[src/rtl/apb3_mailbox_slave.sv]
// ---------------------------------------------------------------------------
// apb3_mailbox_slave
//
// APB3 completer providing a bidirectional 32-bit mailbox between the CPU and
// fabric stream logic. The outbound FIFO is written by the CPU and drained by
// the fabric. The inbound FIFO is filled by the fabric and drained by the CPU.
// Each access phase carries WAIT_STATES wait cycles. Illegal accesses complete
// with PSLVERR and have no side effect.
//
// Register map (PADDR[3:2]):
//   0 DATA   : write pushes outbound, read pops inbound
//   1 STATUS : [0] out_full [1] out_empty [2] in_full [3] in_empty
//              [15:8] out_count [23:16] in_count (read-only)
//   2 CTRL   : [0] irq_en, [1] out_flush, [2] in_flush (flush bits self-clear)
//   3        : reserved, any access errors
//
// Optional feature macro: APB3_MAILBOX_IRQ_EN
//   defined   : CTRL[0] is writable; irq = registered (irq_en & !in_empty)
//   undefined : CTRL[0] reads 0; irq tied 0
//
// Ports:
//   PCLK, PRESETN         clock, asynchronous active-low reset
//   PADDR/PSEL/PENABLE/PWRITE/PWDATA/PRDATA/PREADY/PSLVERR   APB3 slot
//   out_data/out_valid/out_ready   outbound stream (fabric consumes)
//   in_data/in_valid/in_ready      inbound stream (fabric produces)
//   irq                            interrupt to the CPU
// ---------------------------------------------------------------------------
module apb3_mailbox_slave #(
  parameter int DEPTH       = 8,
  parameter int WAIT_STATES = 1
) (
  input  logic        PCLK,
  input  logic        PRESETN,
  input  logic [31:0] PADDR,
  input  logic        PSEL,
  input  logic        PENABLE,
  input  logic        PWRITE,
  input  logic [31:0] PWDATA,
  output logic [31:0] PRDATA,
  output logic        PREADY,
  output logic        PSLVERR,
  output logic [31:0] out_data,
  output logic        out_valid,
  input  logic        out_ready,
  input  logic [31:0] in_data,
  input  logic        in_valid,
  output logic        in_ready,
  output logic        irq
);

  localparam int AW = $clog2(DEPTH);
  localparam int CW = AW + 1;
  localparam logic [CW-1:0] FULL_COUNT = CW'(DEPTH);
  localparam logic [2:0]    WAIT_LOAD  = 3'(WAIT_STATES);

  // -------------------------------------------------------------------------
  // Wait-state FSM
  // -------------------------------------------------------------------------
  typedef enum logic {ST_IDLE, ST_WAIT} state_t;

  state_t     state_reg, state_next;
  logic [2:0] cnt_reg, cnt_next;
  logic       setup_phase, access_phase, pready;

  assign setup_phase  = PSEL & ~PENABLE;
  assign access_phase = PSEL & PENABLE;

  always_ff @(posedge PCLK or negedge PRESETN) begin
    if (!PRESETN) begin
      state_reg <= ST_IDLE;
      cnt_reg   <= 3'd0;
    end else begin
      state_reg <= state_next;
      cnt_reg   <= cnt_next;
    end
  end

  always_comb begin
    state_next = state_reg;
    cnt_next   = cnt_reg;
    pready     = 1'b1;
    if (setup_phase) begin
      state_next = ST_WAIT;
      cnt_next   = WAIT_LOAD;
    end else if (access_phase) begin
      pready = (cnt_reg == 3'd0);
      if (cnt_reg != 3'd0) begin
        cnt_next = cnt_reg - 3'd1;
      end else begin
        state_next = ST_IDLE;
      end
    end else begin
      state_next = ST_IDLE;
    end
  end

  assign PREADY = pready;

  // -------------------------------------------------------------------------
  // Address decode and commit qualification
  // -------------------------------------------------------------------------
  logic [1:0] addr;
  logic       is_data, is_status, is_ctrl, is_rsvd;
  logic       commit, err_cond, ok, ctrl_wr;

  // Channel 0 = outbound (CPU -> fabric), channel 1 = inbound (fabric -> CPU).
  logic [1:0]         push, pop, flush, full, empty;
  logic [1:0][31:0]   wdata, head;
  logic [1:0][CW-1:0] count;
  logic               irq_en;

  assign addr      = PADDR[3:2];
  assign is_data   = (addr == 2'd0);
  assign is_status = (addr == 2'd1);
  assign is_ctrl   = (addr == 2'd2);
  assign is_rsvd   = (addr == 2'd3);

  // Gating with PRESETN keeps the bus outputs quiet while reset is held.
  assign commit = PRESETN & PSEL & PENABLE & pready;

  // Flags come from registered state, so a same-cycle fabric push/pop never
  // rescues a CPU access that would otherwise fail.
  assign err_cond = (is_data & PWRITE & full[0])
                  | (is_data & ~PWRITE & empty[1])
                  | (is_status & PWRITE)
                  | is_rsvd;

  assign ok      = commit & ~err_cond;
  assign PSLVERR = commit & err_cond;
  assign ctrl_wr = ok & is_ctrl & PWRITE;

  assign push[0]  = ok & is_data & PWRITE;
  assign pop[0]   = ~empty[0] & out_ready;
  assign push[1]  = in_valid & ~full[1];
  assign pop[1]   = ok & is_data & ~PWRITE;
  assign flush[0] = ctrl_wr & PWDATA[1];
  assign flush[1] = ctrl_wr & PWDATA[2];
  assign wdata[0] = PWDATA;
  assign wdata[1] = in_data;

  // -------------------------------------------------------------------------
  // FIFOs
  // -------------------------------------------------------------------------
  genvar gi;
  generate
    for (gi = 0; gi < 2; gi++) begin : g_fifo
      logic [31:0]   mem [DEPTH];
      logic [AW-1:0] wr_ptr_reg, rd_ptr_reg;
      logic [CW-1:0] count_reg;

      // Flush has priority: any fabric push/pop on the same edge is dropped.
      always_ff @(posedge PCLK or negedge PRESETN) begin
        if (!PRESETN) begin
          wr_ptr_reg <= '0;
          rd_ptr_reg <= '0;
          count_reg  <= '0;
        end else if (flush[gi]) begin
          wr_ptr_reg <= '0;
          rd_ptr_reg <= '0;
          count_reg  <= '0;
        end else begin
          if (push[gi]) wr_ptr_reg <= wr_ptr_reg + AW'(1);
          if (pop[gi])  rd_ptr_reg <= rd_ptr_reg + AW'(1);
          case ({push[gi], pop[gi]})
            2'b10:   count_reg <= count_reg + CW'(1);
            2'b01:   count_reg <= count_reg - CW'(1);
            default: count_reg <= count_reg;
          endcase
        end
      end

      // Storage carries no reset; the pointers define what is valid.
      always_ff @(posedge PCLK) begin
        if (push[gi]) mem[wr_ptr_reg] <= wdata[gi];
      end

      assign head[gi]  = mem[rd_ptr_reg];
      assign count[gi] = count_reg;
      assign full[gi]  = (count_reg == FULL_COUNT);
      assign empty[gi] = (count_reg == '0);
    end
  endgenerate

  assign out_data  = head[0];
  assign out_valid = ~empty[0];
  assign in_ready  = ~full[1];

  // -------------------------------------------------------------------------
  // Interrupt
  // -------------------------------------------------------------------------
`ifdef APB3_MAILBOX_IRQ_EN
  logic irq_en_reg, irq_reg;

  always_ff @(posedge PCLK or negedge PRESETN) begin
    if (!PRESETN) begin
      irq_en_reg <= 1'b0;
      irq_reg    <= 1'b0;
    end else begin
      if (ctrl_wr) irq_en_reg <= PWDATA[0];
      irq_reg <= irq_en_reg & ~empty[1];
    end
  end

  assign irq_en = irq_en_reg;
  assign irq    = irq_reg;
`else
  assign irq_en = 1'b0;
  assign irq    = 1'b0;
`endif

  // -------------------------------------------------------------------------
  // Read data: only driven during a successful read commit
  // -------------------------------------------------------------------------
  logic [31:0] status_word, ctrl_word, rdata_sel;

  assign status_word = {8'h00, 8'(count[1]), 8'(count[0]), 4'h0,
                        empty[1], full[1], empty[0], full[0]};
  assign ctrl_word   = {31'd0, irq_en};

  always_comb begin
    rdata_sel = 32'd0;
    case (addr)
      2'd0:    rdata_sel = head[1];
      2'd1:    rdata_sel = status_word;
      2'd2:    rdata_sel = ctrl_word;
      default: rdata_sel = 32'd0;
    endcase
  end

  assign PRDATA = (ok & ~PWRITE) ? rdata_sel : 32'd0;

  // Only PADDR[3:2] is decoded and CTRL uses PWDATA[2:0].
  logic unused_bits;
  assign unused_bits = ^{PADDR[31:4], PADDR[1:0], PWDATA[31:3], PWDATA[0]};

endmodule

[config.mk]
export PLATFORM = sky130hd
export DESIGN_NAME = apb3_mailbox_slave
export DESIGN_NICKNAME = d
export VERILOG_FILES = /design/src/rtl/apb3_mailbox_slave.sv
export SDC_FILE = /design/constraint.sdc
export NUM_CORES = 1
export LEC_CHECK = 0
export ABC_CLOCK_PERIOD_IN_PS = 7600
export BUFFER_PORTS_ARGS = -buffer_cell sky130_fd_sc_hd__buf_4
export CAP_MARGIN = 5
export CORE_MARGIN = 2
export CORE_UTILIZATION = 40
export DETAILED_ROUTE_END_ITERATION = 10
export PLACE_DENSITY = 0.68
export SETUP_SLACK_MARGIN = 0.5
export SYNTH_ARGS = -nofsm -noshare
export SYNTH_HDL_FRONTEND = slang
export SYNTH_SLANG_ARGS = --single-unit
[constraint.sdc]
create_clock -name PCLK -period 7.6 [get_ports PCLK]
set_input_delay 0.76 -clock PCLK [delete_from_list [all_inputs] [get_ports PCLK]]
set_output_delay 0.76 -clock PCLK [all_outputs]
set_load 0.02 [all_outputs]
# --- After elaboration in Yosys (flattened, before gate mapping) ---
# Memory sizes are Yosys's and may differ from the RTL's.
# Cells that the tools add are included.
classes:
  order_cmp: 0
  bitwise_logic: 30
  mul: 0
  n_reduce_logical: 14
  add_sub_neg: 9
  n_eq_ne: 9
  n_div: 0
  shift: 0
  muxes: 23
ops:
  columns: ["op", "count"]
  rows:
  - ["32-bit one-hot mux with 2 select lines", 1]
  - ["3-bit two-way mux", 11]
  - ["32-bit two-way mux", 1]
  - ["1-bit AND", 22]
  - ["4-bit one-hot mux with 2 select lines", 2]
  - ["3-bit by 1-bit adder with 3-bit output (second input constant)", 4]
  - ["2-bit nonzero test", 6]
  - ["3-bit nonzero test", 3]
  - ["4-bit by 1-bit adder with 4-bit output (second input constant)", 2]
  - ["2-bit == test (second input constant)", 4]
  - ["4-bit == test (second input constant)", 2]
  - ["4-bit zero test", 2]
  - ["4-bit two-way mux", 2]
  - ["4-bit by 1-bit subtractor with 4-bit output (second input constant)", 2]
  - ["2-bit by 1-bit == test with 1-bit output (second input constant)", 3]
  - ["1-bit two-way mux", 6]
  - ["1-bit inverter", 5]
  - ["3-bit zero test", 1]
  - ["1-bit bitwise OR", 3]
  - ["3-bit by 1-bit subtractor with 3-bit output (second input constant)", 1]
  - ["2-bit zero test", 1]
  - ["2-bit AND reduction", 1]
word_totals:
  wordCells: 94
  register_bits: 23
  memories: 2
  out_inout_bits: 69
  rom_bits: 0
  input_bits: 103
  latchBits: 0
  ram_bits: 512
memory_table:
  columns: ["memory", "depth", "word_bits", "rd", "rd_clocked_by_memory_dff", "wr", "line_no", "text"]
  rows:
  - ["g_fifo[0].mem", 8, 32, 1, 0, 1, "147", "logic [31:0] mem [DEPTH];"]
  - ["g_fifo[1].mem", 8, 32, 1, 0, 1, "147", null]

# --- Depth between registers and ports, before layout ---
# Gate-level depths: netlist of run 1.
depth:
  ltp_word: 13
  mapped_depth: 12
  depth_no_buf: 10

# --- Least setup slack after synthesis of run 1 ---
# OpenSTA, ideal clock, no wires.
synth_path:
  kind: "input to register"
  start: "input port in_valid"
  end: "memory g_fifo[1].mem[0][0], enable pin"
  arrival_time_ps: 4097
  path_buffers: 1
  required_ps: 7099
  setup_ps: 501
  setup_slack_ps: 3001
  path_stages: 3
  cell_sequence: "buf_2 nand2_2 nor4_1"
synth_via:
  elab_chain_len: 3
synth_lines:
  columns: ["item", "line_no", "text"]
  rows:
  - ["from (decl)", "46", "input logic in_valid,"]
  - ["1-bit AND", "134", "assign push[1] = in_valid & ~full[1];"]
  - ["1-bit two-way mux", "174", "if (push[gi]) mem[wr_ptr_reg] <= wdata[gi];"]
  - ["1-bit two-way mux (implied by the code)", "174", null]
  - ["to (decl)", "147", null]
# No other way between the ends.

# --- Final worst setup path of run 1 ---
layout_path:
  start: "register g_fifo[1].rd_ptr_reg[0]"
  end: "output port PRDATA[2]"
layout_via:
  elab_chain_len: 3
layout_lines:
  columns: ["item", "line_no", "text"]
  rows:
  - ["from (decl)", "148", "logic [AW-1:0] wr_ptr_reg, rd_ptr_reg;"]
  - ["from (signal assigned)", "163", "if (pop[gi]) rd_ptr_reg <= rd_ptr_reg + AW'(1);"]
  - ["memory 8 x 32 bit", null, null]
  - ["32-bit one-hot mux with 2 select lines", "222", "case (addr)"]
  - ["32-bit two-way mux", "230", "assign PRDATA = (ok & ~PWRITE) ? rdata_sel : 32'd0;"]
  - ["to (decl)", "39", "output logic [31:0] PRDATA,"]
# No other way between the ends.

==> results_dict.tcl, run 1 <==
set metrics [dict create \
    status "finished clean" \
    clk_path_buf_depth 3 \
    grt_pass1_wl_um 63000 \
    critPathMaxFanout 35 \
    reg2regPathDepth 7 \
    setup_tns_ns 0 \
    hold_class "in2async" \
    post-route-period-util 0.534 \
    antenna_found_initial 2 \
    post-route-drc-count 0 \
    netlist-cell-type-count 50 \
    crit_arrival_ns 3.30 \
    synth_ff_type "edfxtp_1" \
    grt.total_usage 0.156 \
    synth-simple-area-share 0.0356 \
    synth_compound_area_frac 0.0168 \
    fp.dieW_um 233 \
    p_leak_nw 8.08 \
    final.fill_count 4221 \
    grt_max_degree 69 \
    routabilityCongestion 0.762 \
    via_per_inst 5.31 \
    crit_required_ns 6.84 \
    syn_inst 1007 \
    io_buffers 140 \
    relSlewSlack 0.305 \
    fin_skew_ns 0.0126 \
    yosysSeqAreaShare 0.761 \
    synth_edf_count 512 \
    final_common_cell "edfxtp_1" \
    vias 10000 \
    wl_um 42300 \
    dp_hpwl_um 23300 \
    io_pins 172 \
    die_y_um 233 \
    hold_violations 0 \
    cts_made_buffers 52 \
    ys_seq_elements 535 \
    slew_violations 0 \
    max_freq_mhz 246 \
    worst_pin_slew_ns 1.04 \
    synthXorXnorAreaFrac 0.00418 \
    wl_per_cell_um 22.4 \
    yosys_warnings 0 \
    cts-resized-gates 0 \
    rsz0062_at_grt "no" \
    synth_top_family_by_area "multiplexers" \
    finalSetupViolCount 0 \
    cts_tree "done" \
    critPathLaunch "g_fifo[1].rd_ptr_reg[0]" \
    syn-cell-area_um2 21000 \
    cts_max_level 2 \
    die-area_um2 54200 \
    clk_latency_ns 0.58 \
    maxCapViolCount 0 \
    multi_input_area_um2 4830 \
    r2r_start "cnt_reg[0]" \
    drive_gt1_frac 0.349 \
    grt_pass1_vias 10300 \
    critPathLaunchType "register" \
    final_cell_mix "edfxtp_1 (512), buf_4 (162), mux4_2 (126)" \
    cp-end-kind "primary output" \
    cts_setup_buffers 0 \
    regArea_um2 16000 \
    path_clk_slew_ns 0.06 \
    synthArstFlopShare 0.0430 \
    muxShareOfSynthArea 0.164 \
    root_buffer "clkbuf_16" \
    crit_type "reg2out" \
    syn2layout_area_growth_pct 17.2 \
    synth_adder_area_share 0.00478 \
    syn-num-nets 1118 \
    largest_reg_flops 512 \
    gr-total-overflow 0 \
    drt_pass1_iterations 5 \
    ctsHoldBuffers 0 \
    postRouteAntennaNets 0 \
    period_needed_ns 4.06 \
    powerDensity_nw_per_um2 330 \
    num_rows 83 \
    start_util 0.407 \
    ir_drop_mv 0.213 \
    syn_area_per_cell_um2 20.8 \
    final_nets 1278 \
    drt_iter0_drc 669 \
    power_mw 8.12 \
    core_area_um2 51500 \
    clkSinkCount 535 \
]
## cell families after synthesis
| family | count (synthesis) |
|---|---|
| buf+inv | 62 |
| compound gates | 56 |
| other cells | 1 |
| flops | 535 |
| mux | 182 |
| xor+xnor | 10 |
| simple gates | 153 |
| fa+ha+maj | 8 |
## synthesized netlist by cell type (all sizes together) (2+ instances only)
library cell  instances  share of area
a211oi               10         0.0036
a21oi                28         0.0067
a311oi                2        0.00084
and3                  4         0.0012
and4                  3         0.0013
buf                  30         0.0074
clkbuf               26         0.0047
dfrtp                23          0.027
edfxtp              512           0.73
ha                    8         0.0048
inv                   6         0.0011
mux2                 33          0.018
mux2i                23          0.011
mux4                126           0.14
nand2                66          0.012
nand2b               11         0.0033
nand3                 6         0.0014
nand4                 4         0.0012
nor2                 33         0.0059
nor3                  8         0.0019
nor4b                 2         0.0014
o21ai                 6         0.0014
or3                   4         0.0012
or4                   3         0.0011
or4b                  2        0.00096
xnor2                 4         0.0017
xor2                  6         0.0025
## critical path: stages, from the launching register on
cell	delay, ns
dfrtp_4	0.86
buf_4	0.66
mux4_2	0.34
nand2_1	0.06
and3_1	0.24
a211oi_1	0.31
buf_4	0.21
## worst paths after layout
kind	end	slack, ns
worst max-delay path	PRDATA[2]	3.54
worst min-delay path	g_fifo[0].wr_ptr_reg[2]	0.08
worst max register to register	g_fifo[0].mem[2][15]	4.35
worst min register to register	cnt_reg[2]	0.49
max in group asynchronous	g_fifo[1].rd_ptr_reg[0]	7.23
min in group PCLK	cnt_reg[0]	0.39
## area by class of cell
class / instances / share of cell area
sequential: 535 / 0.650
multi-input combinational: 410 / 0.197
clock buffer: 67 / 0.0561
timing repair buffer: 162 / 0.0495
tap: 680 / 0.0346
clock inverter: 29 / 0.0122
inverter: 6 / 0.000917
antenna: 1 / 0.000102
## report_power, final
group,internal (mW),total [mW],leakage [nW],switching [mW]
logic,0.936,1.83,2.35,0.899
registers,3.50,3.75,4.90,0.251
clock network,1.48,2.53,0.819,1.05
total,5.92,8.12,8.08,2.20
## metal layers
metal  GRT usage  up-vias  wire length (µm)  part of all wire
li1            -     4449                 -                 -
met1       0.207     5235             17600              0.42
met2       0.258      288             20900              0.49
met3      0.0379       60              2910             0.069
met4      0.0442        2               855             0.020
met5           0        -                11           0.00026
## stage by stage
step	utilization	hold slack, ns	setup slack [ns]	cell area (µm²)	cells
2_1_floorplan	-	0.456	3.00	21000	1007
6_report	0.477	0.0822	3.54	24600	1890
3_3_place_gp	0.444	0.475	3.87	22900	1793
4_1_cts	0.477	0.0571	3.43	24600	1889
3_5_place_dp	0.444	0.491	3.81	22900	1793
5_1_grt	0.477	0.0792	3.29	24600	1890
Note: power is estimated with default switching activity, not from simulation.
==> inputs of run 2 (changes only) <==
--- a/config.mk
+++ b/config.mk
@@ -5,7 +5,8 @@
 export SDC_FILE = /design/constraint.sdc
 export NUM_CORES = 1
 export LEC_CHECK = 0
-export ABC_CLOCK_PERIOD_IN_PS = 7600
+export ABC_AREA = 1
+export ABC_CLOCK_PERIOD_IN_PS = 4200
 export BUFFER_PORTS_ARGS = -buffer_cell sky130_fd_sc_hd__buf_4
 export CAP_MARGIN = 5
 export CORE_MARGIN = 2
==> constraint.sdc (replaced) <==
create_clock -name PCLK -period 4.2 [get_ports PCLK]
set_input_delay 0.42 -clock PCLK [delete_from_list [all_inputs] [get_ports PCLK]]
set_output_delay 0.42 -clock PCLK [all_outputs]
set_load 0.02 [all_outputs]
==> results_dict.tcl, run 2 <==
set metrics [dict create \
    p_sw_mw 5.17 \
    yosysSeqAreaShare 0.747 \
    path_clk_slew_ns 0.06 \
    wl_per_cell_um 19.0 \
    slowest_stage "dlygate4sd3_1" \
    synth_top_area_share 0.720 \
    die_y_um 235 \
    io_buffers 140 \
    postRouteAntennaNets 0 \
    synthArstFlopShare 0.0430 \
    yosys_warnings 0 \
    routabilityCongestion 0.778 \
    cts_setup_buffers 0 \
    critical_path_buf_inv_count 5 \
    dp_hpwl_um 26600 \
    synth_ff_type "edfxtp_1" \
    drt_iter0_drc 1051 \
    slew_violations 0 \
    cts_made_buffers 52 \
    setup_tns_ns 0 \
    hold_violations 0 \
    clk_path_buf_depth 3 \
    ys_seq_elements 535 \
    critPathMaxFanout 24 \
    syn2layout_area_growth_pct 16.5 \
    via_per_inst 5.34 \
    final_nets 1901 \
    worst_pin_slew_ns 0.972 \
    yosysTopAreaCell "edfxtp_1" \
    final.fill_count 4502 \
    die-area_um2 55200 \
    combPwrFrac 0.291 \
    fin_skew_ns 0.0360 \
    crit_type "in2out" \
    p_leak_nw 8.47 \
    critical_path.cell_chain "dlygate4sd3_1 -> buf_4 -> nand3_1 -> nor2_1 -> inv_1 -> nor2_4 -> nand2_2 -> nor2_4 -> inv_2 -> a21oi_1 -> buf_4" \
    maxCapViolCount 0 \
    largest_reg_flops 512 \
    start_util 0.405 \
    p_sw_frac 0.333 \
    io_pins 172 \
    clk_latency_ns 0.59 \
    cp-end-kind "primary output" \
    max_freq_mhz 287 \
    relSlewSlack 0.352 \
    fin_area_um2 24900 \
    antenna_found_initial 9 \
    cts_max_level 2 \
    cts_tree "done" \
    num_rows 84 \
    final_cell_mix "edfxtp_1 (512), nor2_1 (403), o21ai_0 (205)" \
    placed_cell_area_um2 23200 \
    hold_ws_ns 0.0584 \
    netlist-cell-type-count 34 \
    crit_required_ns 3.78 \
    utilization 0.472 \
    post-route-drc-count 0 \
    grt_max_degree 130 \
    fp.dieW_um 235 \
    powerDensity_nw_per_um2 625 \
    critical-path-top-delay-family "buffers and inverters" \
    pwr-share-seq 0.428 \
    grt_pass1_vias 13400 \
    rsz0062_at_grt "no" \
    syn-num-nets 1774 \
    finalSetupViolCount 0 \
    cpPeakStageDelay_ns 0.53 \
    syn_inst 1663 \
    vias 13500 \
    synth.most_common_cell "edfxtp_1" \
    status "finished clean" \
    post-route-period-util 0.830 \
    root_buffer "clkbuf_16" \
    p_clk_frac 0.282 \
    grt_pass1_wl_um 73900 \
    drt_pass1_iterations 7 \
    ys_top_cells_by_count "edfxtp_1 (512), nor2_1 (411), o21ai_0 (205)" \
    synth_edf_count 512 \
    clkSinkCount 535 \
    final_common_cell "edfxtp_1" \
    pre_cts_slack_ns 1.23 \
    syn_area_per_cell_um2 12.8 \
    core_area_um2 52700 \
    p_int_mw 10.4 \
    ir_drop_mv 0.394 \
    crit_arrival_ns 3.07 \
    gr-total-overflow 0 \
    synth_area_leaders "edfxtp_1 (72%), nor2_1 (7.2%), o21ai_0 (4.8%)" \
    grt.total_usage 0.170 \
    critPathLaunchType "input pin" \
    fin_ws_ns 0.715 \
    period_needed_ns 3.49 \
    drive_gt1_frac 0.155 \
    syn-cell-area_um2 21300 \
    hold_class "in2reg" \
    wl_um 47800 \
]
run 2: cell count changes in the layout (fill, tap and decap cells not counted), sizes merged, moves of 13 or more:
cell | before | now
nand3 | 6 | 19
nand2 | 66 | 121
mux2 | 33 | 0
a31oi | 0 | 32
o21ai | 6 | 206
o22ai | 1 | 35
inv | 8 | 40
o221ai | 1 | 19
a21oi | 28 | 45
nor2 | 33 | 415
mux4 | 126 | 0
o32ai | 0 | 42
run 2: layout make-up:
type                    instances  area [µm²]  area share
multi-input cells             986        4930       0.198
inverters                      43         164     0.00659
diodes                          6        15.0    0.000604
flip-flops and latches        535       16000       0.642
clock buffers                  64        1350      0.0541
repair buffers                172        1340      0.0537
clock inverters                27         248     0.00996
well taps                     688         861      0.0346
run 2: cells by family (layout without fill, tap and decap cells):
| group | after synthesis | count (layout) | share of synthesized area |
|---|---|---|---|
| mux | 19 | 19 | 0.00891 |
| simple gates | 571 | 571 | 0.105 |
| fa+ha+maj | 8 | 8 | 0.00469 |
| xor+xnor | 4 | 4 | 0.00164 |
| flops | 535 | 535 | 0.747 |
| other cells | 1 | 7 | 0.000176 |
| buf+inv | 142 | 306 | 0.0263 |
| compound gates | 383 | 383 | 0.106 |
run 2: worst paths after layout:
check | endpoint | from | depth (start not counted) | slack, ns
max | PRDATA[28] | PRESETN | 11 | 0.71
min | g_fifo[1].mem[1][25] | in_data[25] | 1 | 0.06
max reg2reg | g_fifo[1].mem[4][19] | g_fifo[1].count_reg[1] | 9 | 1.56
min reg2reg | cnt_reg[0] | cnt_reg[0] | 1 | 0.51
max in group asynchronous | g_fifo[0].rd_ptr_reg[0] | PRESETN | 2 | 3.58
min in group asynchronous | g_fifo[1].wr_ptr_reg[2] | PRESETN | 2 | 0.29
run 2: per-layer routing:
metal  wire [µm]  share of wire  track usage  vias up
li1            -              -            -     6338
met1       20400           0.43        0.227     6594
met2       22500           0.47        0.271      421
met3        3330          0.070       0.0412      102
met4        1420          0.030       0.0654        8
met5          53         0.0011            0        -
run 2: timing repair:
| item | in CTS | in global routing |
|---|---|---|
| endpoints found under the hold margin | 23 | 0 |
| resized for setup | 0 | 1 |
| hold buffers | 1 | 0 |
| setup endpoints to repair | 0 | 8 |
run 2: worst register-to-register path, cell delays in order (launching register included):
cell and delay (ns):
dfrtp_1 0.44, inv_2 0.06, nand2_1 0.09, nor2_1 0.08, nand2_1 0.18, nand2_2 0.16, inv_2 0.15, nand2_1 0.24
nor2_4 0.44, buf_4 0.46
run 2: metrics by stage:
stage	total power, mW	std cells
final	15.5	2521
after CTS	15.7	2515
after detailed placement	11.3	2423
after global placement	11.1	2423
after floorplan	9.67	1663
after global routing	16.4	2519
run 2: power by group through the flow:
| stage | Sequential (mW) | Clock (mW) | Combinational [mW] |
|---|---|---|---|
| after CTS | 6.64 | 4.47 | 4.54 |
| final | 6.65 | 4.38 | 4.51 |
| after floorplan | 6.58 | 0 | 3.09 |
| after global routing | 6.69 | 4.68 | 5.01 |
| after detailed placement | 6.75 | 0 | 4.52 |
| after global placement | 6.73 | 0 | 4.41 |
